`config.mk`:
```
export PLATFORM = sky130hd
export DESIGN_NAME = instr_encoder_flat
export DESIGN_NICKNAME = d
export VERILOG_FILES = /design/src/rtl/instr_encoder_if.sv /design/src/rtl/instr_encoder.sv /design/src/flat_wrapper.sv
export SDC_FILE = /design/constraint.sdc
export NUM_CORES = 1
export LEC_CHECK = 0
export CORE_ASPECT_RATIO = 0.7
export CORE_MARGIN = 5
export CORE_UTILIZATION = 45
export CTS_CLUSTER_DIAMETER = 80
export CTS_CLUSTER_SIZE = 16
export DETAILED_ROUTE_END_ITERATION = 6
export GPL_ROUTABILITY_DRIVEN = 1
export PLACE_DENSITY_LB_ADDON = 0.2
export SETUP_SLACK_MARGIN = 0.3
export SYNTH_ARGS = -nofsm -noshare
export SYNTH_HDL_FRONTEND = slang
export SYNTH_SLANG_ARGS = --single-unit
```
`constraint.sdc`:
```
create_clock -name clk -period 6.7 [get_ports clk]
set_input_delay 1.34 -clock clk [delete_from_list [all_inputs] [get_ports clk]]
set_output_delay 1.34 -clock clk [all_outputs]
set_load 0.05 [all_outputs]
```
`src/rtl/instr_encoder_if.sv`:
```
// instr_encoder_if: request, FIFO output and status bundle between an instruction producer and instr_encoder
interface instr_encoder_if #(parameter int DEPTH = 4);
  logic                     in_valid;
  logic                     in_ready;
  logic [2:0]               fmt;
  logic [2:0]               funct3;
  logic [6:0]               funct7;
  logic [4:0]               rd;
  logic [4:0]               rs1;
  logic [4:0]               rs2;
  logic [31:0]              imm;
  logic                     flush;
  logic                     instr_valid;
  logic                     instr_ready;
  logic [31:0]              instr;
  logic [$clog2(DEPTH):0]   count;
  logic                     err;
  logic [7:0]               err_cnt;
  modport master (
    output in_valid, fmt, funct3, funct7, rd, rs1, rs2, imm, flush, instr_ready,
    input  in_ready, instr_valid, instr, count, err, err_cnt
  );
  modport slave (
    input  in_valid, fmt, funct3, funct7, rd, rs1, rs2, imm, flush, instr_ready,
    output in_ready, instr_valid, instr, count, err, err_cnt
  );
endinterface

```
`src/rtl/instr_encoder.sv`:
```
// instr_encoder: packs RV32 instruction fields into words, range-checks immediates, buffers words in a FIFO
module instr_encoder #(
  parameter int DEPTH = 4
) (
  input logic           clk,
  input logic           rst,
  instr_encoder_if.slave bus
);
  localparam int AW = $clog2(DEPTH);
  logic [31:0]        mem [DEPTH];
  logic [AW-1:0]      wp, rp;
  logic [AW:0]        cnt;
  logic               err_q;
  logic [7:0]         err_cnt_q;
  logic [31:0]        im, word;
  logic signed [31:0] si;
  logic [6:0]         op;
  logic               legal, acc, push, pop;
  assign im = bus.imm;
  assign si = bus.imm;
  always_comb begin
    op = bus.fmt == 3'd0 ? 7'b0110011 :
         bus.fmt == 3'd1 ? 7'b0010011 :
         bus.fmt == 3'd2 ? 7'b0100011 :
         bus.fmt == 3'd3 ? 7'b1100011 :
         bus.fmt == 3'd4 ? 7'b1101111 : 7'b0110111;
    word = bus.fmt == 3'd0 ? {bus.funct7, bus.rs2, bus.rs1, bus.funct3, bus.rd, op} :
           bus.fmt == 3'd1 ? {im[11:0], bus.rs1, bus.funct3, bus.rd, op} :
           bus.fmt == 3'd2 ? {im[11:5], bus.rs2, bus.rs1, bus.funct3, im[4:0], op} :
           bus.fmt == 3'd3 ? {im[12], im[10:5], bus.rs2, bus.rs1, bus.funct3, im[4:1], im[11], op} :
           bus.fmt == 3'd4 ? {im[20], im[10:1], im[11], im[19:12], bus.rd, op} :
           bus.fmt == 3'd5 ? {im[31:12], bus.rd, op} : 32'd0;
    legal = bus.fmt == 3'd0 ? 1'b1 :
            (bus.fmt == 3'd1 || bus.fmt == 3'd2) ? (si >= -2048 && si <= 2047) :
            bus.fmt == 3'd3 ? (si >= -4096 && si <= 4094 && !im[0]) :
            bus.fmt == 3'd4 ? (si >= -1048576 && si <= 1048574 && !im[0]) :
            bus.fmt == 3'd5 ? (im[11:0] == 12'd0) : 1'b0;
  end
  assign bus.in_ready    = cnt != (AW+1)'(DEPTH);
  assign bus.instr_valid = cnt != '0;
  assign bus.instr       = mem[rp];
  assign bus.count       = cnt;
  assign bus.err         = err_q;
  assign bus.err_cnt     = err_cnt_q;
  assign acc  = bus.in_valid && bus.in_ready;
  assign push = acc && legal;
  assign pop  = bus.instr_valid && bus.instr_ready;
  always_ff @(posedge clk) begin
    if (push) mem[wp] <= word;
  end
  // flush discards same-cycle push/pop but rejections are still counted
  always_ff @(posedge clk) begin
    if (!rst) begin
      wp        <= '0;
      rp        <= '0;
      cnt       <= '0;
      err_q     <= 1'b0;
      err_cnt_q <= '0;
    end else begin
      err_q <= acc && !legal;
      if (acc && !legal && err_cnt_q != 8'hFF) err_cnt_q <= err_cnt_q + 8'd1;
      if (bus.flush) begin
        wp  <= '0;
        rp  <= '0;
        cnt <= '0;
      end else begin
        if (push) wp <= wp + 1'b1;
        if (pop) rp <= rp + 1'b1;
        cnt <= cnt + (AW+1)'(push) - (AW+1)'(pop);
      end
    end
  end
endmodule
```
`src/flat_wrapper.sv`:
```
// flat-port wrapper written by rule: the top's interface ports become plain ports
module instr_encoder_flat 
#(
  parameter int DEPTH = 4
)
  (clk, rst, bus_in_valid, bus_fmt, bus_funct3, bus_funct7, bus_rd, bus_rs1, bus_rs2, bus_imm, bus_flush, bus_instr_ready, bus_in_ready, bus_instr_valid, bus_instr, bus_count, bus_err, bus_err_cnt);
  instr_encoder_if #(.DEPTH(DEPTH)) bus_i ();
  input logic clk;
  input logic rst;
  input wire logic [$bits(bus_i.in_valid)-1:0] bus_in_valid;
  input wire logic [$bits(bus_i.fmt)-1:0] bus_fmt;
  input wire logic [$bits(bus_i.funct3)-1:0] bus_funct3;
  input wire logic [$bits(bus_i.funct7)-1:0] bus_funct7;
  input wire logic [$bits(bus_i.rd)-1:0] bus_rd;
  input wire logic [$bits(bus_i.rs1)-1:0] bus_rs1;
  input wire logic [$bits(bus_i.rs2)-1:0] bus_rs2;
  input wire logic [$bits(bus_i.imm)-1:0] bus_imm;
  input wire logic [$bits(bus_i.flush)-1:0] bus_flush;
  input wire logic [$bits(bus_i.instr_ready)-1:0] bus_instr_ready;
  output wire logic [$bits(bus_i.in_ready)-1:0] bus_in_ready;
  output wire logic [$bits(bus_i.instr_valid)-1:0] bus_instr_valid;
  output wire logic [$bits(bus_i.instr)-1:0] bus_instr;
  output wire logic [$bits(bus_i.count)-1:0] bus_count;
  output wire logic [$bits(bus_i.err)-1:0] bus_err;
  output wire logic [$bits(bus_i.err_cnt)-1:0] bus_err_cnt;
  assign bus_i.in_valid = bus_in_valid;
  assign bus_i.fmt = bus_fmt;
  assign bus_i.funct3 = bus_funct3;
  assign bus_i.funct7 = bus_funct7;
  assign bus_i.rd = bus_rd;
  assign bus_i.rs1 = bus_rs1;
  assign bus_i.rs2 = bus_rs2;
  assign bus_i.imm = bus_imm;
  assign bus_i.flush = bus_flush;
  assign bus_i.instr_ready = bus_instr_ready;
  assign bus_in_ready = bus_i.in_ready;
  assign bus_instr_valid = bus_i.instr_valid;
  assign bus_instr = bus_i.instr;
  assign bus_count = bus_i.count;
  assign bus_err = bus_i.err;
  assign bus_err_cnt = bus_i.err_cnt;
  instr_encoder #(.DEPTH(DEPTH)) u_core (.clk(clk), .rst(rst), .bus(bus_i));
endmodule
```
# ---- Word level (Yosys, flattened, before mapping)
# Memories as Yosys holds them, arrays and structs flattened. A register that Yosys moved wholly into a read port is not among the register bits.
# Cells that the tools add are included.
dict set report op_classes {
  add_sub_neg 5
  reduce_logical 17
  order_cmp 6
  n_eq_ne 7
  bitwise 1
  mux 20
}
# operator count
set ops {}
lappend ops {{two-way mux 32 bit} 6}
lappend ops {{two-way mux 7 bit} 5}
lappend ops {{>= comparator 32 x 12 -> 1 bit (second input constant)} 1}
lappend ops {{>= comparator 32 x 13 -> 1 bit (second input constant)} 1}
lappend ops {{>= comparator 32 x 21 -> 1 bit (second input constant)} 1}
lappend ops {{less-or-equal comparator 32 x 12 -> 1 bit (second input constant)} 1}
lappend ops {{less-or-equal comparator 32 x 13 -> 1 bit (second input constant)} 1}
lappend ops {{less-or-equal comparator 32 x 21 -> 1 bit (second input constant)} 1}
lappend ops {{zero test 12 bit} 1}
lappend ops {{logical AND 1 bit} 10}
lappend ops {{adder 8 x 1 -> 8 bit (second input constant)} 1}
lappend ops {{!= test 8 bit (second input constant)} 1}
lappend ops {{two-way mux 1 bit} 7}
lappend ops {{equality test 3 x 2 -> 1 bit (second input constant)} 2}
lappend ops {{equality test 3 bit (second input constant)} 2}
lappend ops {{adder 2 x 1 -> 2 bit (second input constant)} 2}
lappend ops {{two-way mux 2 bit} 2}
lappend ops {{adder 3 x 1 -> 3 bit} 1}
lappend ops {{equality test 3 x 1 -> 1 bit (second input constant)} 1}
lappend ops {{zero test 3 bit} 1}
lappend ops {{!= test 3 bit (second input constant)} 1}
lappend ops {{nonzero test 3 bit} 1}
lappend ops {{subtractor 3 x 1 -> 3 bit} 1}
lappend ops {{zero test 1 bit} 2}
lappend ops {{3 further kinds} 3}
dict set report totals {
  ramBits 128
  output_inout_bits 46
  reg_bits 16
  n_memories 1
  in_bits 65
}
# memory depth word_bits read_ports rd_ports_with_merged_regs wr line_no
set mem_list {}
lappend mem_list {u_core.mem 4 32 1 1 1 instr_encoder.sv:10} ;# logic [31:0] mem [DEPTH];

# ---- Depth between registers and ports, before layout
# Gate-level depths: netlist (run 1).
dict set report logic_depth {
  ltp_word 12
  mapped_depth 13
  depth_no_buf 11
}

# ---- Worst setup path before layout (run 1)
# Ideal clock, no wire load.
dict set report synth_path {
  path_type {input -> register}
  start {input bus_fmt[1]}
  end {register u_core.cnt[2], in the netlist u_core.bus.count[2]}
  cell_stages 13
  path_slack_ps 3007
  setup_time_ps 124
  t_arrival_ps 3569
  path_cell_list {buf_2 -> nor3_2 -> or4b_1 -> and4_4 -> a31oi_4 -> and3b_1 -> buf_6 -> ha_1 -> inv_1 -> fa_1 -> xor2_1 -> xnor2_1 -> nor2_1}
}
dict set report synth_via {
  elab_chain_cells 9
  elab_cells_between_ends 15
}
# element line_no
set synth_lines {}
lappend synth_lines {{start, declared} flat_wrapper.sv:11} ;# input wire logic [$bits(bus_i.fmt)-1:0] bus_fmt;
lappend synth_lines {{equality test 3 bit} instr_encoder.sv:37} ;# bus.fmt == 3'd5 ? (im[11:0] == 12'd0) : 1'b0;
lappend synth_lines {{two-way mux 1 bit} instr_encoder.sv:37}
lappend synth_lines {{two-way mux 1 bit} instr_encoder.sv:36} ;# bus.fmt == 3'd4 ? (si >= -1048576 && si <= 1048574 && !im[0]) :
lappend synth_lines {{two-way mux 1 bit} instr_encoder.sv:35} ;# bus.fmt == 3'd3 ? (si >= -4096 && si <= 4094 && !im[0]) :
lappend synth_lines {{two-way mux 1 bit} instr_encoder.sv:34} ;# (bus.fmt == 3'd1 || bus.fmt == 3'd2) ? (si >= -2048 && si <= 2047) :
lappend synth_lines {{two-way mux 1 bit *} instr_encoder.sv:33} ;# legal = bus.fmt == 3'd0 ? 1'b1 :
lappend synth_lines {{logical AND 1 bit *} instr_encoder.sv:46} ;# assign push = acc && legal;
lappend synth_lines {{net u_core.push} instr_encoder.sv:18} ;# logic legal, acc, push, pop;
lappend synth_lines {{adder 3 x 1 -> 3 bit *} instr_encoder.sv:69} ;# cnt <= cnt + (AW+1)'(push) - (AW+1)'(pop);
lappend synth_lines {{subtractor 3 x 1 -> 3 bit *} instr_encoder.sv:69}
lappend synth_lines {{end signal, assigned} instr_encoder.sv:69}
lappend synth_lines {{end, declared} instr_encoder.sv:12} ;# logic [AW:0] cnt;
# The timed path passes the listed nets; every way through them passes the cells marked *.
# A chain may end at the register's enable or synchronous reset.

# ---- Worst setup path after layout (run 1)
dict set report layout_path {
  start {input bus_imm[26]}
  end {memory u_core.mem[2][22] (enable)}
}
dict set report layout_via {
  elab_chain_cells 10
  elab_cells_between_ends 18
}
# element line_no
set layout_lines {}
lappend layout_lines {{start, declared} flat_wrapper.sv:17} ;# input wire logic [$bits(bus_i.imm)-1:0] bus_imm;
lappend layout_lines {{>= comparator 32 x 21 -> 1 bit / less-or-equal comparator 32 x 21 -> 1 bit (equally long branches)} instr_encoder.sv:36}
lappend layout_lines {{logical AND 1 bit (2 in a row)} instr_encoder.sv:36}
lappend layout_lines {{two-way mux 1 bit} instr_encoder.sv:36}
lappend layout_lines {{two-way mux 1 bit} instr_encoder.sv:35}
lappend layout_lines {{two-way mux 1 bit *} instr_encoder.sv:34}
lappend layout_lines {{two-way mux 1 bit *} instr_encoder.sv:33}
lappend layout_lines {{logical AND 1 bit *} instr_encoder.sv:46}
lappend layout_lines {{two-way mux 1 bit *} instr_encoder.sv:49} ;# if (push) mem[wp] <= word;
lappend layout_lines {{two-way mux 1 bit (implied by the code) *} instr_encoder.sv:49}
lappend layout_lines {{end, declared} instr_encoder.sv:10}
# Every way passes the cells marked *; elsewhere a longest branch is shown, timed or not.

==> flow_summary.json, run 1 <==
{
  "path_clk_slew_ns": 0.06,
  "tightest_slew_ns": 0.938,
  "start_kind": "input pin",
  "synth_top_area_cell": "edfxtp_1",
  "grt_max_degree": 37,
  "finalCritPeriodShare_pct": 63.8,
  "hold_path_end": "u_core.bus.err_cnt[6]",
  "tns_ns": 0,
  "final_common_cell": "edfxtp_1",
  "design_area_sq_mm": 0.00806,
  "cts_resized": 0,
  "rows": 35,
  "die_w_um": 150,
  "n_antenna_cell": 0,
  "hold_class": "flip-flop to flip-flop",
  "synth_area_sq_mm": 0.00621,
  "drc": 0,
  "r2r-end": "u_core.bus.count[2]",
  "grt_pass1_wl_um": 22000,
  "syn_avg_cell_area_sq_um": 15.3,
  "cts_buffers": 17,
  "worst_skew_pair.late_latency_ns": 0.41,
  "max-vdd-ir-drop_uv": 172,
  "max_freq_ghz": 0.234,
  "final-hold-violation-count": 0,
  "cts_setup_buffers": 0,
  "worstPathArrival_ns": 4.31,
  "fp.dieArea_sq_mm": 0.0163,
  "routed_wl_um": 14500,
  "portBuffers": 110,
  "drive_gt1_share_pct": 15.4,
  "finalSetupViolCount": 0,
  "required_ns": 6.73,
  "grt_pass1_vias": 3973,
  "ys_warn_count": 0,
  "antenna_found_initial": 0,
  "ys_seq_area_share_pct": 65.7,
  "place.gp.congestion": 0.861,
  "overflow": 0,
  "power_density_mw_per_mm2": 264,
  "initial_core_util_pct": 46.5,
  "p_leak_nw": 2.76,
  "cellInternalPower_mw": 1.62,
  "power.share.sequential_pct": 46.5,
  "r2r_slack_ns": 4.36,
  "netSwitchingFraction_pct": 24.0,
  "wl_per_cell_um": 20.3,
  "fill_cells": 1021,
  "coreArea_sq_mm": 0.0134,
  "ant_nets": 0,
  "synth-seq-cells": 142,
  "finClkSkew_ns": 0.00692,
  "ys_types": 44,
  "io_pins": 111,
  "first_pass_iters": 5,
  "status": "finished clean",
  "drtIter0Drc": 265,
  "htreeDepth": 4,
  "place_hpwl_um": 9890,
  "holdPathStages": 2,
  "max_slew_margin_pct": 37.3,
  "routed-via-count": 3946,
  "syn_inst": 406,
  "groute.usage.overall_pct": 18.3,
  "worstHoldStart": "u_core.bus.err_cnt[6]",
  "cts_max_path_buffers": 2,
  "ff2ff_path_depth": 10,
  "clkPwrFrac_pct": 41.6,
  "worst-setup-path-type": "input pin to flip-flop",
  "root_buffer": "clkbuf_16",
  "startpoint": "bus_imm[26]",
  "hold_buffers": 0,
  "reg2reg_from": "u_core.bus.count[1]",
  "rsz0062_at_grt": "no",
  "maxCapViolations": 0,
  "finalMaxSlewViolations": 0,
  "cts_tree": "done",
  "yosys-top-cells-area": "edfxtp_1 (60%), mux4_2 (11%), dfxtp_1 (5.8%), nand2_1 (2.1%), ha_1 (1.8%)",
  "p_switching_uw": 511,
  "cts_sinks": 142,
  "layout_common_cells": "edfxtp_1 (124), clkdlybuf4s50_1 (110), nand2_1 (35), mux4_2 (31), inv_1 (22)",
  "synth_top_area_share_pct": 59.9,
  "combPwrFrac_pct": 11.8,
  "placed_area_sq_mm": 0.00749,
  "cp-end-kind": "flip-flop",
  "syn2layout_area_growth_pct": 29.7,
  "routed_via_density": 5.50,
  "fin_nets": 594,
  "syn-num-nets": 481,
  "die_y_um": 108,
  "period_needed_ns": 4.27,
  "crit_fanout": 31
}
==> synth_stat cells, drive strengths merged <==
cell    number
mux4        31
ha           9
a31oi        1
nor2        20
nand2b       7
o32ai        1
fa           1
xnor2        5
edfxtp     124
nand2       35
a211oi       1
nor3         3
xor2         3
dfxtp       18
mux2i       10
buf         10
a311oi       1
nand3b       4
clkbuf      11
nor4         8
or4b         1
nand3        1
a22oi       10
and2         8
o21ai       17
mux2         7
a41oi        1
or3          2
a21boi       1
a21oi        2
o21bai       1
inv         22
o22ai        8
and4         1
nor2b        2
and3b        1
nand4       12
o31ai        2
and3         4
==> metal layers <==
metal  vias to the layer above  part of all wire [%]  track usage [%]
li1                       1801                     -                -
met1                      1959                    46             25.9
met2                       175                    45             27.5
met3                        11                   8.9             6.41
met4                         0                  0.72             4.31
met5                         -                     0                0
==> area by class of cell <==
type | count | area, sq um | area share [%]
flip-flops and latches | 142 | 4090 | 50.7
multi-input cells | 221 | 1950 | 24.3
repair buffers | 115 | 1140 | 14.1
clock buffers | 22 | 497 | 6.16
well taps | 185 | 231 | 2.87
inverters | 22 | 82.6 | 1.02
clock inverters | 10 | 68.8 | 0.854
==> logic make-up after synthesis <==
group,after synthesis,share of synthesized area (%)
muxes,48,14.1
AOI/OAI and AO/OA,46,4.97
DFF,142,65.7
adders and majority gates,10,2.13
buffers and inverters,43,2.82
xor gates and xnor gates,8,1.13
and+or+nand+nor,109,9.10
==> flip-flops by register name (all words and copies together), names as in the netlist, named ones only <==
register,count
u_core.bus.err_cnt,8
u_core.bus.err,1
u_core.mem,124
u_core.rp,2
u_core.wp,2
u_core.bus.count,3
==> power groups by stage <==
stage | Clock (mW) | Sequential, mW | Combinational (mW)
final | 0.886 | 0.991 | 0.252
after global routing | 0.942 | 0.992 | 0.268
after CTS | 0.898 | 0.991 | 0.253
after detailed placement | 0 | 1.01 | 0.252
after global placement | 0 | 1.01 | 0.249
after floorplan | 0 | 1.02 | 0.138
==> through the flow <==
stage	cells	setup slack (ns)	utilization, %	power, mW	hold slack, ns
6_report	717	2.43	60.3	2.13	0.500
5_1_grt	717	2.26	60.3	2.20	0.538
4_1_cts	717	2.42	60.3	2.14	0.501
3_5_place_dp	685	2.00	56.1	1.26	0.489
3_3_place_gp	685	2.17	56.1	1.26	0.476
2_1_floorplan	406	3.01	-	1.15	0.485
==> critical path, stage by stage <==
cell and delay, ns:
clkdlybuf4s50_1 0.45, nor4_1 0.53, and3_1 0.28, nand4_1 0.08, o21ai_0 0.44, and3b_1 0.38, and2_2 0.79
==> worst max path at each step <==
stage          depth (start not counted)                  end
6_report                               7    u_core.mem[2][22]
5_1_grt                                7    u_core.mem[1][22]
4_1_cts                                7    u_core.mem[1][22]
3_5_place_dp                           7    u_core.mem[1][14]
3_3_place_gp                           7    u_core.mem[0][14]
2_1_floorplan                         13  u_core.bus.count[2]
No activity file was read; power rests on OpenSTA's default activity.
==> run 2: changes to the inputs <==
- clock period: 6.7 -> 4.5 ns (I/O delays scaled with it)
==> run 2 against run 1 <==
  * Sequential cell count unchanged
  * First-iteration DRC count decreased by 0.75%
  * Critical path depth increased by 5
  * Clock power rose by 50%
  * Die area stayed put
==> flow_summary.json, run 2 (same netlist as run 1, synthesis figures left out) <==
{
  "initial_core_util_pct": 46.5,
  "hold_class": "flip-flop to flip-flop",
  "grt_pass1_wl_um": 23100,
  "rows": 35,
  "portBuffers": 110,
  "hold_buffers": 0,
  "finalSetupViolCount": 0,
  "cts_max_path_buffers": 2,
  "finalCritPeriodShare_pct": 83.7,
  "place.gp.congestion": 0.878,
  "tightest_slew_ns": 0.590,
  "max_freq_ghz": 0.266,
  "die_w_um": 150,
  "io_pins": 111,
  "die_y_um": 108,
  "fp.dieArea_sq_mm": 0.0163,
  "coreArea_sq_mm": 0.0134,
  "layout_common_cells": "edfxtp_1 (124), clkdlybuf4s50_1 (110), nand2_1 (35), mux4_2 (31), inv_1 (22)",
  "largest_reg_flops": 124,
  "first_pass_iters": 7,
  "finalMaxSlewViolations": 0,
  "grt_pass1_vias": 4151,
  "grt_max_degree": 37,
  "largest-register": "u_core.mem",
  "routed_via_density": 5.57,
  "required_ns": 4.79,
  "start_kind": "input pin",
  "maxCapViolations": 0,
  "fin_cells": 724,
  "power_density_mw_per_mm2": 389,
  "antenna_found_initial": 0,
  "cts_sinks": 142,
  "multi_input_area_sq_mm": 0.00195,
  "cts_tree": "done",
  "seq_area_sq_mm": 0.00409,
  "place_hpwl_um": 10100,
  "p_leak_nw": 2.81,
  "drive_gt1_share_pct": 16.7,
  "drtIter0Drc": 263,
  "worstPathArrival_ns": 4.06,
  "fin_nets": 601,
  "max_slew_margin_pct": 60.7,
  "final-hold-violation-count": 0,
  "routed_wl_um": 14800,
  "cts_buffers": 17,
  "cp-end-kind": "flip-flop",
  "finClkSkew_ns": 0.00776,
  "final_common_cell": "edfxtp_1",
  "status": "finished clean",
  "cts_resized": 0,
  "fill_cells": 998,
  "path_clk_slew_ns": 0.06,
  "tns_ns": 0,
  "root_buffer": "clkbuf_16",
  "period_needed_ns": 3.77,
  "n_antenna_cell": 0,
  "placedCellCount": 692,
  "htreeDepth": 4,
  "overflow": 0,
  "syn2layout_area_growth_pct": 31.6,
  "crit_fanout": 7,
  "groute.usage.overall_pct": 19.2,
  "worst-setup-path-type": "input pin to flip-flop",
  "cts_setup_buffers": 0,
  "ant_nets": 0,
  "rsz0062_at_grt": "no",
  "routed-via-count": 4035,
  "max-vdd-ir-drop_uv": 239,
  "worst_skew_pair.late_latency_ns": 0.41,
  "wl_per_cell_um": 20.4,
  "drc": 0
}
run 2: worst max-delay path, cell delays in order:
cell and delay (ns):
clkdlybuf4s50_1 0.44, nor4_1 0.51, and3_1 0.27, nand4_1 0.08
o21ai_0 0.44, and3b_1 0.40, ha_1 0.19, inv_1 0.05
fa_1 0.38, xor2_1 0.20, xnor2_1 0.14, nor2_1 0.05
run 2: stage by stage:
stage	power [mW]	hold WS, ns	utilization [%]	setup WS (ns)	cell area (sq um)
floorplan	1.72	0.485	-	1.25	6210
global placement	1.88	0.475	57.0	0.490	7610
detailed placement	1.88	0.481	57.0	0.333	7610
CTS	3.21	0.495	61.2	0.765	8180
global route	3.29	0.523	61.2	0.541	8180
finish	3.18	0.493	61.2	0.734	8180
run 2: final timing paths:
| path | startpoint | end | slack, ns | depth (start not counted) |
|---|---|---|---|---|
| setup / recovery | bus_imm[29] | u_core.bus.count[2] | 0.73 | 12 |
| hold / removal | u_core.bus.err_cnt[7] | u_core.bus.err_cnt[7] | 0.49 | 2 |
| setup reg to reg | u_core.bus.count[1] | u_core.bus.count[2] | 2.14 | 10 |
| hold reg to reg | u_core.bus.err_cnt[7] | u_core.bus.err_cnt[7] | 0.49 | 2 |
run 2: layout make-up:
cell class,instances,share of cell area (%)
flip-flops and latches,142,50.0
multi-input cells,221,23.9
repair buffers,122,15.3
clock buffers,21,6.03
well taps,185,2.83
inverters,22,1.01
clock inverters,11,0.918
run 2: power by group:
group | leakage, nW | switching [mW] | internal (mW) | total, mW
clock | 0.289 | 0.537 | 0.789 | 1.33
combinational | 1.24 | 0.222 | 0.158 | 0.379
sequential | 1.28 | 0.0115 | 1.47 | 1.48
run 2: per-layer routing:
layer	vias to the layer above	GRT usage, %	part of all wire, %
met5	-	0	0
met4	0	6.46	1.1
met3	17	4.65	7.6
met2	183	28.7	46
met1	2021	27.9	46
li1	1814	-	-
==> run 3: changes to the inputs <==
- clock period: 4.5 -> 3.65 ns (I/O delays scaled with it)
==> run 3 against run 2 <==
  * Die area unchanged
  * Largest cell class unchanged
  * Critical path depth unchanged
  * Via count increased by 1.8%
  * Global-route usage increased by 0.49 points
  * Count of clock-buffer cells in the layout shrank 4
  * Largest power group unchanged
  * Sequential share of layout area down 0.45 points
  * Wire length up 3.4%
  * Utilization is 0.55 points higher
==> flow_summary.json, run 3 (same netlist as run 1, synthesis figures left out) <==
{
  "grt_pass1_wl_um": 23900,
  "worst_skew_pair.late_latency_ns": 0.42,
  "seq_area_sq_mm": 0.00409,
  "finalMaxSlewViolations": 0,
  "path_cells": "clkdlybuf4s50_1, nand4_1, or4b_1, and4_4, a31oi_4, and3b_1, ha_1, inv_1, fa_1, xor2_1, xnor2_1, nor2_1",
  "power_density_mw_per_mm2": 474,
  "grt_pass1_vias": 4237,
  "drive_gt1_share_pct": 18.9,
  "worst-setup-path-type": "input pin to flip-flop",
  "r2r-end": "u_core.bus.count[2]",
  "cts_buffers": 17,
  "drtIter0Drc": 352,
  "hold_buffers": 0,
  "startpoint": "bus_imm[27]",
  "hold_class": "flip-flop to flip-flop",
  "largest_reg_flops": 124,
  "cts_max_path_buffers": 2,
  "final-hold-violation-count": 0,
  "finalPower_mw": 3.91,
  "worstPathArrival_ns": 3.54,
  "first_pass_iters": 5,
  "max_freq_ghz": 0.308,
  "final_common_cell": "edfxtp_1",
  "finClkSkew_ns": 0.0102,
  "fin_cells": 735,
  "fill_cells": 991,
  "rows": 35,
  "antenna_found_initial": 0,
  "cp-end-kind": "flip-flop",
  "start_kind": "input pin",
  "portBuffers": 110,
  "p_leak_nw": 2.85,
  "placedCellCount": 703,
  "groute.usage.overall_pct": 19.7,
  "dpl_worst_slack_ns": -0.0475,
  "cts_setup_buffers": 0,
  "drc": 0,
  "layout_common_cells": "edfxtp_1 (124), clkdlybuf4s50_1 (108), nand2_1 (35), mux4_2 (31), inv_1 (22)",
  "wl_per_cell_um": 20.8,
  "largest-register": "u_core.mem",
  "root_buffer": "clkbuf_16",
  "die_w_um": 150,
  "design_area_sq_mm": 0.00825,
  "max-vdd-ir-drop_uv": 355,
  "die_y_um": 108,
  "ff2ff_path_depth": 10,
  "max_stage_delay_ns": 0.56,
  "placed_area_sq_mm": 0.00769,
  "maxCapViolations": 0,
  "place_hpwl_um": 10400,
  "setup_ws_ns": 0.408,
  "path_clk_slew_ns": 0.06,
  "cts_resized": 0,
  "routed-via-count": 4109,
  "cts_sinks": 142,
  "crit_fanout": 3,
  "coreArea_sq_mm": 0.0134,
  "initial_core_util_pct": 46.5,
  "place.gp.congestion": 0.836,
  "crit_end": "u_core.bus.count[2]",
  "cts_tree": "done",
  "overflow": 0,
  "required_ns": 3.95,
  "io_pins": 111,
  "routed_wl_um": 15300,
  "max_slew_margin_pct": 61.6,
  "finalSetupViolCount": 0,
  "reg2reg_from": "u_core.bus.count[1]",
  "fin_nets": 612,
  "r2r_slack_ns": 1.34,
  "cp_slowest_cell": "or4b_1",
  "status": "finished clean",
  "syn2layout_area_growth_pct": 32.8,
  "grt_max_degree": 32,
  "fp.dieArea_sq_mm": 0.0163,
  "rsz0062_at_grt": "no",
  "finalCritPeriodShare_pct": 88.8,
  "tightest_slew_ns": 0.575,
  "period_needed_ns": 3.24,
  "n_antenna_cell": 0,
  "ant_nets": 0,
  "multi_input_area_sq_mm": 0.00196,
  "htreeDepth": 4,
  "routed_via_density": 5.59
}
run 3: changes by cell type in the layout (fill, tap and decap cells not counted), sizes merged:
cell and change:
clkbuf -4, dlymetal6s2s +1, inv +2, clkinvlp +4
buf +12, clkinv -2, clkdlybuf4s50 -2
run 3: critical path, delay by kind of cell:
kind / cells / cell delay (ns)
adder cells (fa/ha/maj): 2 / 0.53
AO/OA/AOI/OAI: 1 / 0.16
XOR/XNOR: 2 / 0.31
AND/OR/NAND/NOR: 5 / 1.22
buffers and inverters: 2 / 0.60
run 3: cell type report:
class	instances	share of cell area [%]
Timing Repair Buffer	133	16.2
Clock buffer	17	5.16
Inverter	22	1.00
Clock inverter	15	1.55
Sequential cell	142	49.5
Multi-Input combinational cell	221	23.8
Tap cell	185	2.81
run 3: worst min-delay path by stage:
stage,startpoint,endpoint,slack [ns],cells past startpoint
2_1_floorplan,u_core.rp[1],flip-flop,0.48,2
3_3_place_gp,u_core.bus.err_cnt[6],u_core.bus.err_cnt[6],0.47,2
3_5_place_dp,u_core.bus.err_cnt[6],u_core.bus.err_cnt[6],0.48,2
4_1_cts,u_core.bus.err_cnt[6],u_core.bus.err_cnt[6],0.50,2
5_1_grt,u_core.bus.err_cnt[6],u_core.bus.err_cnt[6],0.53,2
6_report,u_core.bus.err_cnt[6],u_core.bus.err_cnt[6],0.49,2
run 3: power breakdown:
group	switching [mW]	internal, mW	leakage, nW
Combinational	0.280	0.202	1.30
Sequential	0.0117	1.81	1.28
Clock	0.719	0.890	0.262
run 3: stage by stage:
stage          setup TNS [ns]  utilization (%)  hold WS, ns
6_report                    0             61.8        0.485
5_1_grt                     0             61.8        0.526
4_1_cts                     0             61.7        0.495
3_5_place_dp          -0.0475             57.6        0.482
3_3_place_gp                0             57.6        0.473
2_1_floorplan               0                -        0.485
run 3: routing by layer:
layer | GRT usage [%] | wire length (um)
met4 | 6.07 | 223
met1 | 29.0 | 6890
met5 | 0 | 0
met3 | 6.62 | 1410
met2 | 27.8 | 6780
